<file path="src/rtl/fifo_wr_arbiter_if.sv">
// fifo_wr_arbiter_if: requester, memory and consumer signals of fifo_wr_arbiter.
// req_last exists only when ARB_BURST_LOCK_EN is defined.
interface fifo_wr_arbiter_if #(
  parameter int DATASIZE = 8,
  parameter int ADDRSIZE = 4,
  parameter int NREQ = 4
);
  logic [NREQ-1:0] req, gnt;
  logic [NREQ*DATASIZE-1:0] req_data;
`ifdef ARB_BURST_LOCK_EN
  logic [NREQ-1:0] req_last;
`endif
  logic winc, wfull, rd_valid, rd_ready, rempty;
  logic [ADDRSIZE-1:0] waddr, raddr;
  logic [DATASIZE-1:0] wdata;
  logic [ADDRSIZE:0] count;
  modport slave(
    input req, req_data, rd_ready,
`ifdef ARB_BURST_LOCK_EN
    input req_last,
`endif
    output gnt, winc, waddr, wdata, wfull, raddr, rd_valid, rempty, count
  );
  modport master(
    output req, req_data, rd_ready,
`ifdef ARB_BURST_LOCK_EN
    output req_last,
`endif
    input gnt, winc, waddr, wdata, wfull, raddr, rd_valid, rempty, count
  );
endinterface

</file>
<file path="src/rtl/fifo_wr_arbiter.sv">
// fifo_wr_arbiter: round-robin write arbiter plus pointer/count control for a single-write-port FIFO memory.
// Define ARB_BURST_LOCK_EN to hold the grant on one requester until its req_last beat.
module fifo_wr_arbiter #(
  parameter int DATASIZE = 8,
  parameter int ADDRSIZE = 4,
  parameter int NREQ = 4
) (
  input logic wclk,
  input logic wrst,
  fifo_wr_arbiter_if.slave bus
);
  localparam int PW = $clog2(NREQ);
  localparam logic [ADDRSIZE:0] ONE = {{ADDRSIZE{1'b0}}, 1'b1};
  localparam logic [ADDRSIZE:0] DEPTH = {1'b1, {ADDRSIZE{1'b0}}};
  logic [ADDRSIZE:0] wptr, rptr, count, count_nxt;
  logic [PW-1:0] prio, prio_nxt, rr, sel;
  logic any, lock, acc, pop, last;
  function automatic logic [PW-1:0] wrap(input int v);
    return PW'(v % NREQ);
  endfunction
  // scan downwards so the requester closest to prio is written last and wins
  always_comb begin
    rr = prio;
    any = 1'b0;
    for (int k = NREQ - 1; k >= 0; k--)
      if (bus.req[wrap(int'(prio) + k)]) begin
        rr = wrap(int'(prio) + k);
        any = 1'b1;
      end
  end
`ifdef ARB_BURST_LOCK_EN
  typedef enum logic {IDLE, LOCKED} state_t;
  state_t state, state_nxt;
  logic [PW-1:0] owner, owner_nxt;
  assign lock = state == LOCKED;
  assign sel = lock ? owner : rr;
  assign last = bus.req_last[sel];
  always_comb begin
    state_nxt = acc ? (last ? IDLE : LOCKED) : state;
    owner_nxt = acc ? sel : owner;
  end
  always_ff @(posedge wclk)
    if (wrst) begin
      state <= IDLE;
      owner <= '0;
    end else begin
      state <= state_nxt;
      owner <= owner_nxt;
    end
`else
  assign lock = 1'b0;
  assign sel = rr;
  assign last = 1'b1;
`endif
  assign bus.gnt = (wrst || !(any || lock)) ? '0 : NREQ'(1) << sel;
  assign acc = |(bus.gnt & bus.req) & !bus.wfull;
  assign pop = bus.rd_valid & bus.rd_ready & !wrst;
  assign bus.winc = acc;
  assign bus.waddr = wptr[ADDRSIZE-1:0];
  assign bus.raddr = rptr[ADDRSIZE-1:0];
  assign bus.wdata = bus.req_data[int'(sel)*DATASIZE +: DATASIZE];
  assign bus.rd_valid = !bus.rempty;
  assign bus.count = count;
  assign prio_nxt = (acc && last) ? wrap(int'(sel) + 1) : prio;
  assign count_nxt = (acc && !pop) ? count + ONE : (pop && !acc) ? count - ONE : count;
  // full/empty come from the occupancy count, so pointer wrap never aliases them
  always_ff @(posedge wclk)
    if (wrst) begin
      wptr <= '0;
      rptr <= '0;
      count <= '0;
      prio <= '0;
      bus.wfull <= 1'b0;
      bus.rempty <= 1'b1;
    end else begin
      wptr <= acc ? wptr + ONE : wptr;
      rptr <= pop ? rptr + ONE : rptr;
      count <= count_nxt;
      prio <= prio_nxt;
      bus.wfull <= count_nxt == DEPTH;
      bus.rempty <= count_nxt == '0;
    end
endmodule

</file>
<file path="src/flat_wrapper.sv">
// flat-port wrapper written by rule: the top's interface ports become plain ports
module fifo_wr_arbiter_flat 
#(
  parameter int DATASIZE = 8,
  parameter int ADDRSIZE = 4,
  parameter int NREQ = 4
)
  (wclk, wrst, bus_req, bus_req_data, bus_rd_ready, bus_gnt, bus_winc, bus_waddr, bus_wdata, bus_wfull, bus_raddr, bus_rd_valid, bus_rempty, bus_count);
  fifo_wr_arbiter_if #(.DATASIZE(DATASIZE), .ADDRSIZE(ADDRSIZE), .NREQ(NREQ)) bus_i ();
  input logic wclk;
  input logic wrst;
  input wire logic [$bits(bus_i.req)-1:0] bus_req;
  input wire logic [$bits(bus_i.req_data)-1:0] bus_req_data;
  input wire logic [$bits(bus_i.rd_ready)-1:0] bus_rd_ready;
  output wire logic [$bits(bus_i.gnt)-1:0] bus_gnt;
  output wire logic [$bits(bus_i.winc)-1:0] bus_winc;
  output wire logic [$bits(bus_i.waddr)-1:0] bus_waddr;
  output wire logic [$bits(bus_i.wdata)-1:0] bus_wdata;
  output wire logic [$bits(bus_i.wfull)-1:0] bus_wfull;
  output wire logic [$bits(bus_i.raddr)-1:0] bus_raddr;
  output wire logic [$bits(bus_i.rd_valid)-1:0] bus_rd_valid;
  output wire logic [$bits(bus_i.rempty)-1:0] bus_rempty;
  output wire logic [$bits(bus_i.count)-1:0] bus_count;
  assign bus_i.req = bus_req;
  assign bus_i.req_data = bus_req_data;
  assign bus_i.rd_ready = bus_rd_ready;
  assign bus_gnt = bus_i.gnt;
  assign bus_winc = bus_i.winc;
  assign bus_waddr = bus_i.waddr;
  assign bus_wdata = bus_i.wdata;
  assign bus_wfull = bus_i.wfull;
  assign bus_raddr = bus_i.raddr;
  assign bus_rd_valid = bus_i.rd_valid;
  assign bus_rempty = bus_i.rempty;
  assign bus_count = bus_i.count;
  fifo_wr_arbiter #(.DATASIZE(DATASIZE), .ADDRSIZE(ADDRSIZE), .NREQ(NREQ)) u_core (.wclk(wclk), .wrst(wrst), .bus(bus_i));
endmodule
</file>
<file path="config.mk">
export PLATFORM = sky130hd
export DESIGN_NAME = fifo_wr_arbiter_flat
export DESIGN_NICKNAME = d
export VERILOG_FILES = /design/src/rtl/fifo_wr_arbiter_if.sv /design/src/rtl/fifo_wr_arbiter.sv /design/src/flat_wrapper.sv
export SDC_FILE = /design/constraint.sdc
export NUM_CORES = 1
export LEC_CHECK = 0
export CORE_MARGIN = 2
export CORE_UTILIZATION = 42
export CTS_BUF_LIST = sky130_fd_sc_hd__clkbuf_8 sky130_fd_sc_hd__clkbuf_16
export DETAILED_ROUTE_END_ITERATION = 6
export PLACE_DENSITY_LB_ADDON = 0.1
export SLEW_MARGIN = 20
export SYNTH_ARGS = -nofsm -noshare
export SYNTH_HDL_FRONTEND = slang
export SYNTH_SLANG_ARGS = --single-unit
export TNS_END_PERCENT = 100
</file>
<file path="constraint.sdc">
create_clock -name wclk -period 3 [get_ports wclk]
set_clock_uncertainty 0.2 [all_clocks]
set_input_delay 0.3 -clock wclk [delete_from_list [all_inputs] [get_ports wclk]]
set_output_delay 0.3 -clock wclk [all_outputs]
set_load 0.03 [all_outputs]
</file>
Word level (Yosys, flattened, before mapping)
Cells that the tools add are included.
- flip-flop bits (word level): 19
- input bits: 39
- output and inout bits: 29
- $add $sub $neg: 8
- $lt $le $gt $ge: 4
- equality and inequality tests: 1
- shift-type cells: 2
- multiplexer cells: 19
- bitwise operators: 4
- reduce and logical (&&, ||, !) cells: 11
- operator list (cell ; number):
    variable part select 32 x 6 -> 8 bit ; 1
    adder 5 x 1 -> 5 bit, second input constant ; 3
    less-than comparator 2 x 3 -> 1 bit, second input constant ; 4
    two-way mux 5 bit ; 2
    binary-select mux 1 bit (select 2 bit) ; 4
    two-way mux 1 bit ; 8
    two-way mux 2 bit ; 4
    zero test 1 bit ; 6
    equality test 5 bit, second input constant ; 1
    zero test 5 bit ; 1
    subtractor 5 x 1 -> 5 bit, second input constant ; 1
    adder 2 x 1 -> 2 bit, second input constant ; 2
    adder 2 bit, second input constant ; 2
    bitwise AND 4 bit ; 1
    two-way mux 4 bit ; 1
    OR reduction 4 bit ; 1
    << shifter 1 x 2 -> 4 bit, first input constant ; 1
    bitwise AND 1 bit ; 3
    logical AND 1 bit ; 2
    logical OR 1 bit ; 1

Longest topological paths before layout
Gate-level depths: netlist of run 1.
- depth in word-level cells: 18
- gate-level depth with buffers: 6

Worst setup path before layout of run 1
Ideal clock, no wire load.
- kind: input to output
- start: in bus_req[3]
- end: out bus_gnt[0]
- arrival: 1953 ps
- data required time: 2500 ps
- setup slack: 547 ps
- cell stages on the path: 5
- buffers on the path: 1
- path through: and2b_1 -> a21oi_1 -> o221a_2 -> buf_2 -> nor4_1
- longest elaborated chain between the ends: 9
- ends and longest elaborated chain (item ; line ; RTL):
    start: declaration ; flat_wrapper.sv:12 ; input wire logic [$bits(bus_i.req)-1:0] bus_req;
    binary-select mux 1 bit (select 2 bit) ; fifo_wr_arbiter.sv:26 ; if (bus.req[wrap(int'(prio) + k)]) begin
    two-way mux 1 bit (not written as such) ; fifo_wr_arbiter.sv:26 ;
    two-way mux 1 bit (4 in series) ; fifo_wr_arbiter.sv:26 ;
    zero test 1 bit ; fifo_wr_arbiter.sv:55 ; assign bus.gnt = (wrst || !(any || lock)) ? '0 : NREQ'(1) << sel;
    logical OR 1 bit ; fifo_wr_arbiter.sv:55 ;
    two-way mux 4 bit * ; fifo_wr_arbiter.sv:55 ;
    end: declaration ; flat_wrapper.sv:15 ; output wire logic [$bits(bus_i.gnt)-1:0] bus_gnt;
Every way passes the cells marked *; elsewhere a longest branch is shown, timed or not. The select of a mux whose other input is x is not followed.

Final worst setup path of run 1
- start: in bus_req[3]
- end: out bus_wdata[2]
- longest elaborated chain between the ends: 7
- ends and longest elaborated chain (item ; line ; RTL):
    binary-select mux 1 bit (select 2 bit) ; fifo_wr_arbiter.sv:26 ;
    two-way mux 1 bit (not written as such) ; fifo_wr_arbiter.sv:26 ;
    two-way mux 2 bit (3 in series) ; fifo_wr_arbiter.sv:26 ;
    two-way mux 2 bit * ; fifo_wr_arbiter.sv:26 ;
    variable part select 32 x 6 -> 8 bit * ; fifo_wr_arbiter.sv:61 ; assign bus.wdata = bus.req_data[int'(sel)*DATASIZE +: DATASIZE];
    end: declaration ; flat_wrapper.sv:18 ; output wire logic [$bits(bus_i.wdata)-1:0] bus_wdata;
Marks and branches as above.

==> results.ini, run 1 <==
[clock_network]
cts_tree=yes
cts_buffer_depth=2
cts_resized=0
insertion_delay_ps=250
cts_buffers=3
cts-root-buf=clkbuf_8
post-cts-setup-buffers=0
clk_pin_slew_ps=70
numClockSinks=17
postCtsHoldBufs=0
htreeDepth=1

[sta]
fmax_mhz=355
tightest_slew_ps=742
rsz0062_at_grt=false
slew_violations=0
report.final.setup_viol=0
finalCritPeriodShare_pct=94.0
setup_tns_ps=0
relSlewSlack_pct=50.4
hold_viol_final=0
period_needed_ps=2820

[die]
core.rowCount=20
core_region_area_um2=2980
dieHeight_um=59.5
die_w_um=59.5
design.die.area_um2=3540
initial_core_util_pct=43.4
num_io_pins=68

[synth]
ys_types=38
yosys_warnings=0
async_flop_share_pct=0
synth_area_leaders=dfxtp_1 26%, mux2i_1 21%, xnor2_1 5.4%
syn_inst=145
avgSynthCellArea_um2=8.91
yosysTopAreaCellShare_pct=26.3
synth_edf_count=0
dominantRegCellSynth=dfxtp_1
yosysTopAreaCell=dfxtp_1
syn_area_um2=1290
synth_seq_cells=17
synth_fp_nets=188
ys_seq_area_share_pct=26.3

[setup_path]
required_ps=2500
r2r-start=u_core.bus.wfull
critPathSlowestCell=clkdlybuf4s50_1
critPathLaunch=bus_req[3]
path_cells=clkdlybuf4s50_1 > buf_4 > and2b_1 > o21ai_0 > o221a_2 > buf_12 > mux2i_1 > mux2i_1 > buf_4
cp.arrival_ps=2320
end_kind=output pin
path_max_fanout=21
slowest_delay_ps=530
start_kind=primary input
crit_type=in2out

[placement]
hpwl_um=2850
io_buffers=67
placed_area_um2=2020
gp_congestion=0.877

[cells_and_area]
drive_above_1_share_pct=13.9
final_cell_area_um2=2060
area_growth_pct=59.7
layout_commonest_cell=clkdlybuf4s50_1
nets=260
mostFrequentLayoutCells=55 x clkdlybuf4s50_1, 27 x mux2i_1, 18 x buf_4
antenna_cells=0

[global_route]
grt-ovfl-total=0
grt_max_degree=22
antenna_found_initial=0
grt_usage_pct=21.0
grt_pass1_vias=1274
grt_pass1_wl_um=5680

[min_path]
hp-class=reg2reg
min_from=u_core.wptr[3]

[run]
max_cap_viol_count=0

[pwr]
p_leak_nw=0.839
ir_drop_v=0.000348
power_density_nw_per_um2=703

[outcome]
outcome=finished clean

[route]
wl_per_cell_um=14.0
drt-pass1-iter-count=4
drtIter0Drc=46
antenna_left=0
drc=0
totalWireLength_um=3470
via_count=1318
avgViaCountPerCell=5.29

==> cell type report <==
type / count / area, um2
fillers: 226 / 913
multi-input cells: 115 / 906
repair buffers: 74 / 706
flip-flops and latches: 17 / 340
clock buffers: 3 / 41.3
well taps: 33 / 41.3
inverters: 6 / 22.5
clock inverters: 1 / 7.51
==> cell usage after synthesis, types with 2 or more instances <==
| cell | count |
|---|---|
| o21ai_0 | 2 |
| ha_1 | 4 |
| o41ai_1 | 2 |
| buf_2 | 4 |
| and2_1 | 2 |
| mux2i_1 | 27 |
| a31o_1 | 2 |
| clkbuf_1 | 3 |
| a211oi_1 | 2 |
| dfxtp_1 | 17 |
| nand2_1 | 10 |
| xnor2_1 | 8 |
| a21oi_1 | 4 |
| nand2b_1 | 3 |
| xor2_1 | 5 |
| nand3_1 | 2 |
| inv_1 | 6 |
| nand4_1 | 4 |
| nor2b_1 | 3 |
| nor2_1 | 17 |
==> per-stage QoR <==
step | worst slack, ps | utilization, % | hold slack (ps) | total power [W] | instances
finish | 180 | 69.3 | 320 | 0.00145 | 249
global route | 76.2 | 69.3 | 341 | 0.00155 | 249
CTS | 168 | 69.3 | 322 | 0.00147 | 249
detailed placement | 19.2 | 67.7 | 303 | 0.00129 | 245
global placement | 125 | 67.7 | 293 | 0.00126 | 245
floorplan | 547 | - | 304 | 0.000953 | 145
==> where the power goes <==
| group | internal, W | switching [W] | total, W |
|---|---|---|---|
| Sequential | 0.000280 | 0.0000805 | 0.000361 |
| Clock | 0.0000935 | 0.0000796 | 0.000173 |
| Combinational | 0.000430 | 0.000488 | 0.000918 |
| Total | 0.000804 | 0.000649 | 0.00145 |
==> registers in the layout (all words and copies together), names as in the netlist <==
register / cells
u_core.bus.count: 5
u_core.prio: 2
u_core.wptr: 4
u_core.rptr: 4
u_core.bus.rempty: 1
u_core.bus.wfull: 1
==> final timing paths <==
kind                            depth (start not counted)                to  slack (ps)
worst max-delay path                                    9      bus_wdata[2]         180
worst min-delay path                                    2    u_core.wptr[3]         320
worst max register to register                          4  u_core.bus.wfull         610
worst min register to register                          2    u_core.wptr[3]         320
==> layer usage <==
metal  vias up  global-route usage (%)  share of wire, %
li1        663                       -                 -
met2        47                    34.2                49
met4         0                    8.44               1.2
met5         -                       0                 0
met3         4                    5.24               6.5
met1       604                    26.2                43
==> logic make-up after synthesis <==
| logic type | synth area share, % |
|---|---|
| compound gates | 10.6 |
| fa+ha+maj | 4.65 |
| buf+inv | 4.16 |
| flops | 26.3 |
| mux | 22.7 |
| xor+xnor | 8.81 |
| simple gates | 22.8 |
==> worst max-delay path, delay by kind of cell <==
| kind | cells | cell delay, ps |
|---|---|---|
| AOI/OAI and AO/OA | 2 | 450 |
| buffers and inverters | 4 | 1040 |
| muxes | 2 | 320 |
| and+or+nand+nor | 1 | 200 |
(Power assumes the default switching activity.)
==> inputs of run 2 (changes only) <==
Settings changed: CAP_MARGIN set to 20, CORE_ASPECT_RATIO set to 1.25.
==> results.ini, run 2 (synthesis gave the netlist of run 1 again) <==
[route]
totalWireLength_um=3460
avgViaCountPerCell=5.28
drc=0
antenna_left=0
drtIter0Drc=28
drt-pass1-iter-count=4
wl_per_cell_um=13.7
via_count=1336

[die]
num_io_pins=68
design.die.area_um2=3540
dieHeight_um=66.0
initial_core_util_pct=43.9
die_w_um=53.6
core.rowCount=22
core_region_area_um2=2950

[cells_and_area]
mostFrequentLayoutCells=54 x clkdlybuf4s50_1, 27 x mux2i_1, 20 x buf_4
final_util_pct=70.3
area_growth_pct=60.2
final_cells=253
nets=261
top_register=u_core.bus.count
antenna_cells=0
layout_commonest_cell=clkdlybuf4s50_1
drive_above_1_share_pct=14.7
reg_top3=u_core.bus.count x5, u_core.rptr x4, u_core.wptr x4
largest_reg_flops=5

[sta]
report.final.setup_viol=0
tightest_slew_ps=417
rsz0062_at_grt=false
slew_violations=0
relSlewSlack_pct=72.0
hold_viol_final=0
finalCritPeriodShare_pct=91.5
setup_tns_ps=0
fmax_mhz=364
period_needed_ps=2750

[clock_network]
htreeDepth=1
cts_buffer_depth=2
post-cts-setup-buffers=0
cts-root-buf=clkbuf_8
postCtsHoldBufs=0
cts_tree=yes
numClockSinks=17
insertion_delay_ps=250
cts_resized=0
cts_buffers=3
clk_pin_slew_ps=70

[setup_path]
required_ps=2500
r2r-start=u_core.bus.count[0]
end_kind=output pin
crit_type=in2out
critPathLaunch=bus_req[3]
cp.arrival_ps=2250
start_kind=primary input
path_max_fanout=22

[pwr]
power_density_nw_per_um2=708
ir_drop_v=0.000476
p_leak_nw=0.850

[global_route]
grt_pass1_wl_um=5770
antenna_found_initial=0
grt_max_degree=23
grt-ovfl-total=0
grt_usage_pct=21.5
grt_pass1_vias=1359

[min_path]
hp-class=reg2reg
min_from=u_core.rptr[1]

[run]
max_cap_viol_count=0

[placement]
io_buffers=67
gp_congestion=0.844
hpwl_um=2890
dp.cells=249

[outcome]
outcome=finished clean

[run 2: cell count changes in the layout (fill, tap and decap cells not counted), sizes merged]
cell,before,now
buf,19,21
clkinvlp,1,0
clkdlybuf4s50,55,54
clkinv,0,1
[run 2: cell type report]
cell class | instances | area [um2]
Fill cell | 243 | 875
Clock inverter | 1 | 5.00
Multi-Input combinational cell | 115 | 906
Sequential cell | 17 | 340
Timing Repair Buffer | 75 | 711
Inverter | 6 | 22.5
Clock buffer | 3 | 41.3
Tap cell | 36 | 45.0
[run 2: routing by layer]
metal / up-vias / track usage (%) / routed length, um
met1: 606 / 22.8 / 1260
li1: 661 / - / -
met3: 8 / 4.07 / 242
met4: 0 / 7.69 / 68
met2: 61 / 40.4 / 1890
met5: - / 0 / 0
[run 2: worst paths after layout]
check | endpoint | slack, ps | depth (start not counted)
worst max-delay path | bus_wdata[2] | 250 | 8
worst min-delay path | u_core.rptr[1] | 300 | 2
worst max register to register | u_core.bus.wfull | 780 | 6
worst min register to register | u_core.rptr[1] | 300 | 2
[run 2: where the power goes]
group	internal [W]	switching (W)	leakage (nW)	total, W
Clock	0.0000921	0.0000786	0.0255	0.000171
Sequential	0.000280	0.0000753	0.139	0.000356
Combinational	0.000439	0.000501	0.685	0.000941
Total	0.000812	0.000655	0.850	0.00147
[run 2: metrics by stage]
stage / setup WS, ps / hold slack [ps] / instance area (um2) / power, W
5_1_grt: 115 / 317 / 2070 / 0.00155
3_5_place_dp: 263 / 284 / 2020 / 0.00130
4_1_cts: 270 / 294 / 2070 / 0.00147
2_1_floorplan: 547 / 304 / 1290 / 0.000953
6_report: 254 / 300 / 2070 / 0.00147
3_3_place_gp: 368 / 281 / 2020 / 0.00127
[run 2: critical path, cell delays in order]
cell	delay (ps)
clkdlybuf4s50_1	640
and2b_1	230
o21ai_0	170
o221a_2	230
buf_12	180
mux2i_1	200
mux2i_1	100
buf_4	180
==> patch: new RTL, flow settings as in run 2 <==
`DATASIZE` is set to 8 in 3 places; all go to 16.
--- a/src/rtl/fifo_wr_arbiter_if.sv
+++ b/src/rtl/fifo_wr_arbiter_if.sv
@@ -2,5 +2,5 @@
 // req_last exists only when ARB_BURST_LOCK_EN is defined.
 interface fifo_wr_arbiter_if #(
-  parameter int DATASIZE = 8,
+  parameter int DATASIZE = 16,
   parameter int ADDRSIZE = 4,
   parameter int NREQ = 4
--- a/src/rtl/fifo_wr_arbiter.sv
+++ b/src/rtl/fifo_wr_arbiter.sv
@@ -2,5 +2,5 @@
 // Define ARB_BURST_LOCK_EN to hold the grant on one requester until its req_last beat.
 module fifo_wr_arbiter #(
-  parameter int DATASIZE = 8,
+  parameter int DATASIZE = 16,
   parameter int ADDRSIZE = 4,
   parameter int NREQ = 4
--- a/src/flat_wrapper.sv
+++ b/src/flat_wrapper.sv
@@ -2,5 +2,5 @@
 module fifo_wr_arbiter_flat 
 #(
-  parameter int DATASIZE = 8,
+  parameter int DATASIZE = 16,
   parameter int ADDRSIZE = 4,
   parameter int NREQ = 4
Interface: changed (resized bus_req_data and bus_wdata); port bits go from 68 to 108. No check against the original RTL was run, so the function may have changed too.
==> patch against run 2 <==
The flow now finishes with violations (negative setup slack). Synthesized area rose by 12%. Worst setup slack worse by 310 ps. Final area increased by 26%. Sequential share of layout area down 3.4 points. Sequential cell count unchanged. First-iteration DRC count grew to 3.5 times the old value. Critical path depth is 2 higher. Wire length is 55% higher. Power fell by 25%. Largest power group unchanged. Highest routed layer unchanged.
==> patch: results (changes against run 2) <==
### Status
* status: finished with violations
* violated checks: negative setup slack

### Yosys
* net count after synthesis: 218, +16%
* Netlist cell types: 40, +5.3%
* sequential-to-total area share from yosys stat: 23.6%, -2.8 points
* Synth top cells by count: sky130_fd_sc_hd__dfxtp_1 (17), sky130_fd_sc_hd__nor2_1 (17), sky130_fd_sc_hd__mux4_2 (16)
* cell types with the largest area share after synthesis: sky130_fd_sc_hd__mux4_2 (25%), sky130_fd_sc_hd__dfxtp_1 (24%), sky130_fd_sc_hd__nor2_1 (4.4%)

### Global route
* first-pass GRT wire length: 8450 um, +47%
* global-route track usage on met3: 4.29%, +0.22 points
* met2 Use GR: 54.1%, +14 points
* via count of the first global-routing pass: 1707, +26%
* global-route total usage across every layer: 27.1%, +5.6 points
* GRT met1 Usage: 28.2%, +5.4 points
* pin count of the biggest net entering global routing: 16, -30%

### Worst setup path
* FF-to-FF End: u_core.bus.rempty
* largest stage delay on the critical path: 470 ps, -170 ps
* largest fanout on the critical path: 5, -77%
* Crit path arrival time: 2560 ps, +310 ps
* Critical path origin: bus_req[0]
* reg-to-reg slack, setup: 590 ps, -190 ps
* CP Capture Point: bus_wdata[11]

### Route
* total detailed-routing wirelength: 5360 um, +55%
* met2 wire length: 3080 um, +63%
* Vias per Instance: 5.59, +5.9%
* initial DRC count: 98, +250%
* Routed met3 length: 353 um, +46%
* total routed wire length on the met1 layer: 1870 um, +49%

### STA
* relative max-transition margin: 53.9%, -18 points
* Setup WS post-layout: -59.3 ps, -314 ps
* Hold WS: 304 ps, +4.37 ps
* setup violation total in the final timing report: 3, +3

### Final layout
* clock distribution area overhead in the final layout: 1.77%, -0.47 points
* Logic inverters: 10, +4
* proportion of cell area occupied by multi-input gates: 38.8%, -4.9 points
* multi-input gates: 107, -7.0%
* Filler Cells Inserted: 206, -15%

### Power
* Pwr per Cell Area: 420 nW/um2, -41%
* leakage power summed over all cells: 0.00107 uW, +26%
* sequential power: 277 uW, -22%

### Place
* count of input and output buffers: 107, +60%
* Final GP Congestion: 0.854, +1.2%

### Clock network
* post-CTS setup buffer count: 2, +2

==> patch: changes by cell type after synthesis, sizes merged, moves of 3 or more <==
| cell | change |
|---|---|
| inv | +4 |
| mux2i | -21 |
| mux4 | +15 |
| nand2b | -3 |
| o22a | +3 |
| o22ai | +3 |
==> patch: metrics by stage <==
stage	utilization [%]	instances	cell area, um2
final	80.5	296	2620
after global routing	80.5	296	2620
after CTS	81.2	294	2640
after detailed placement	79.7	288	2590
after global placement	79.7	288	2590
after floorplan	-	143	1440
==> patch: logic make-up (layout without fill, tap and decap cells) <==
group / after synthesis / in the layout / synth area share, %
XOR/XNOR: 11 / 11 / 6.67
multiplexers: 22 / 22 / 29.1
adder cells (fa/ha/maj): 4 / 4 / 3.47
AND/OR/NAND/NOR: 51 / 51 / 20.4
flip-flops: 17 / 17 / 23.6
AO/OA/AOI/OAI: 19 / 19 / 10.2
buffers and inverters: 19 / 135 / 6.59
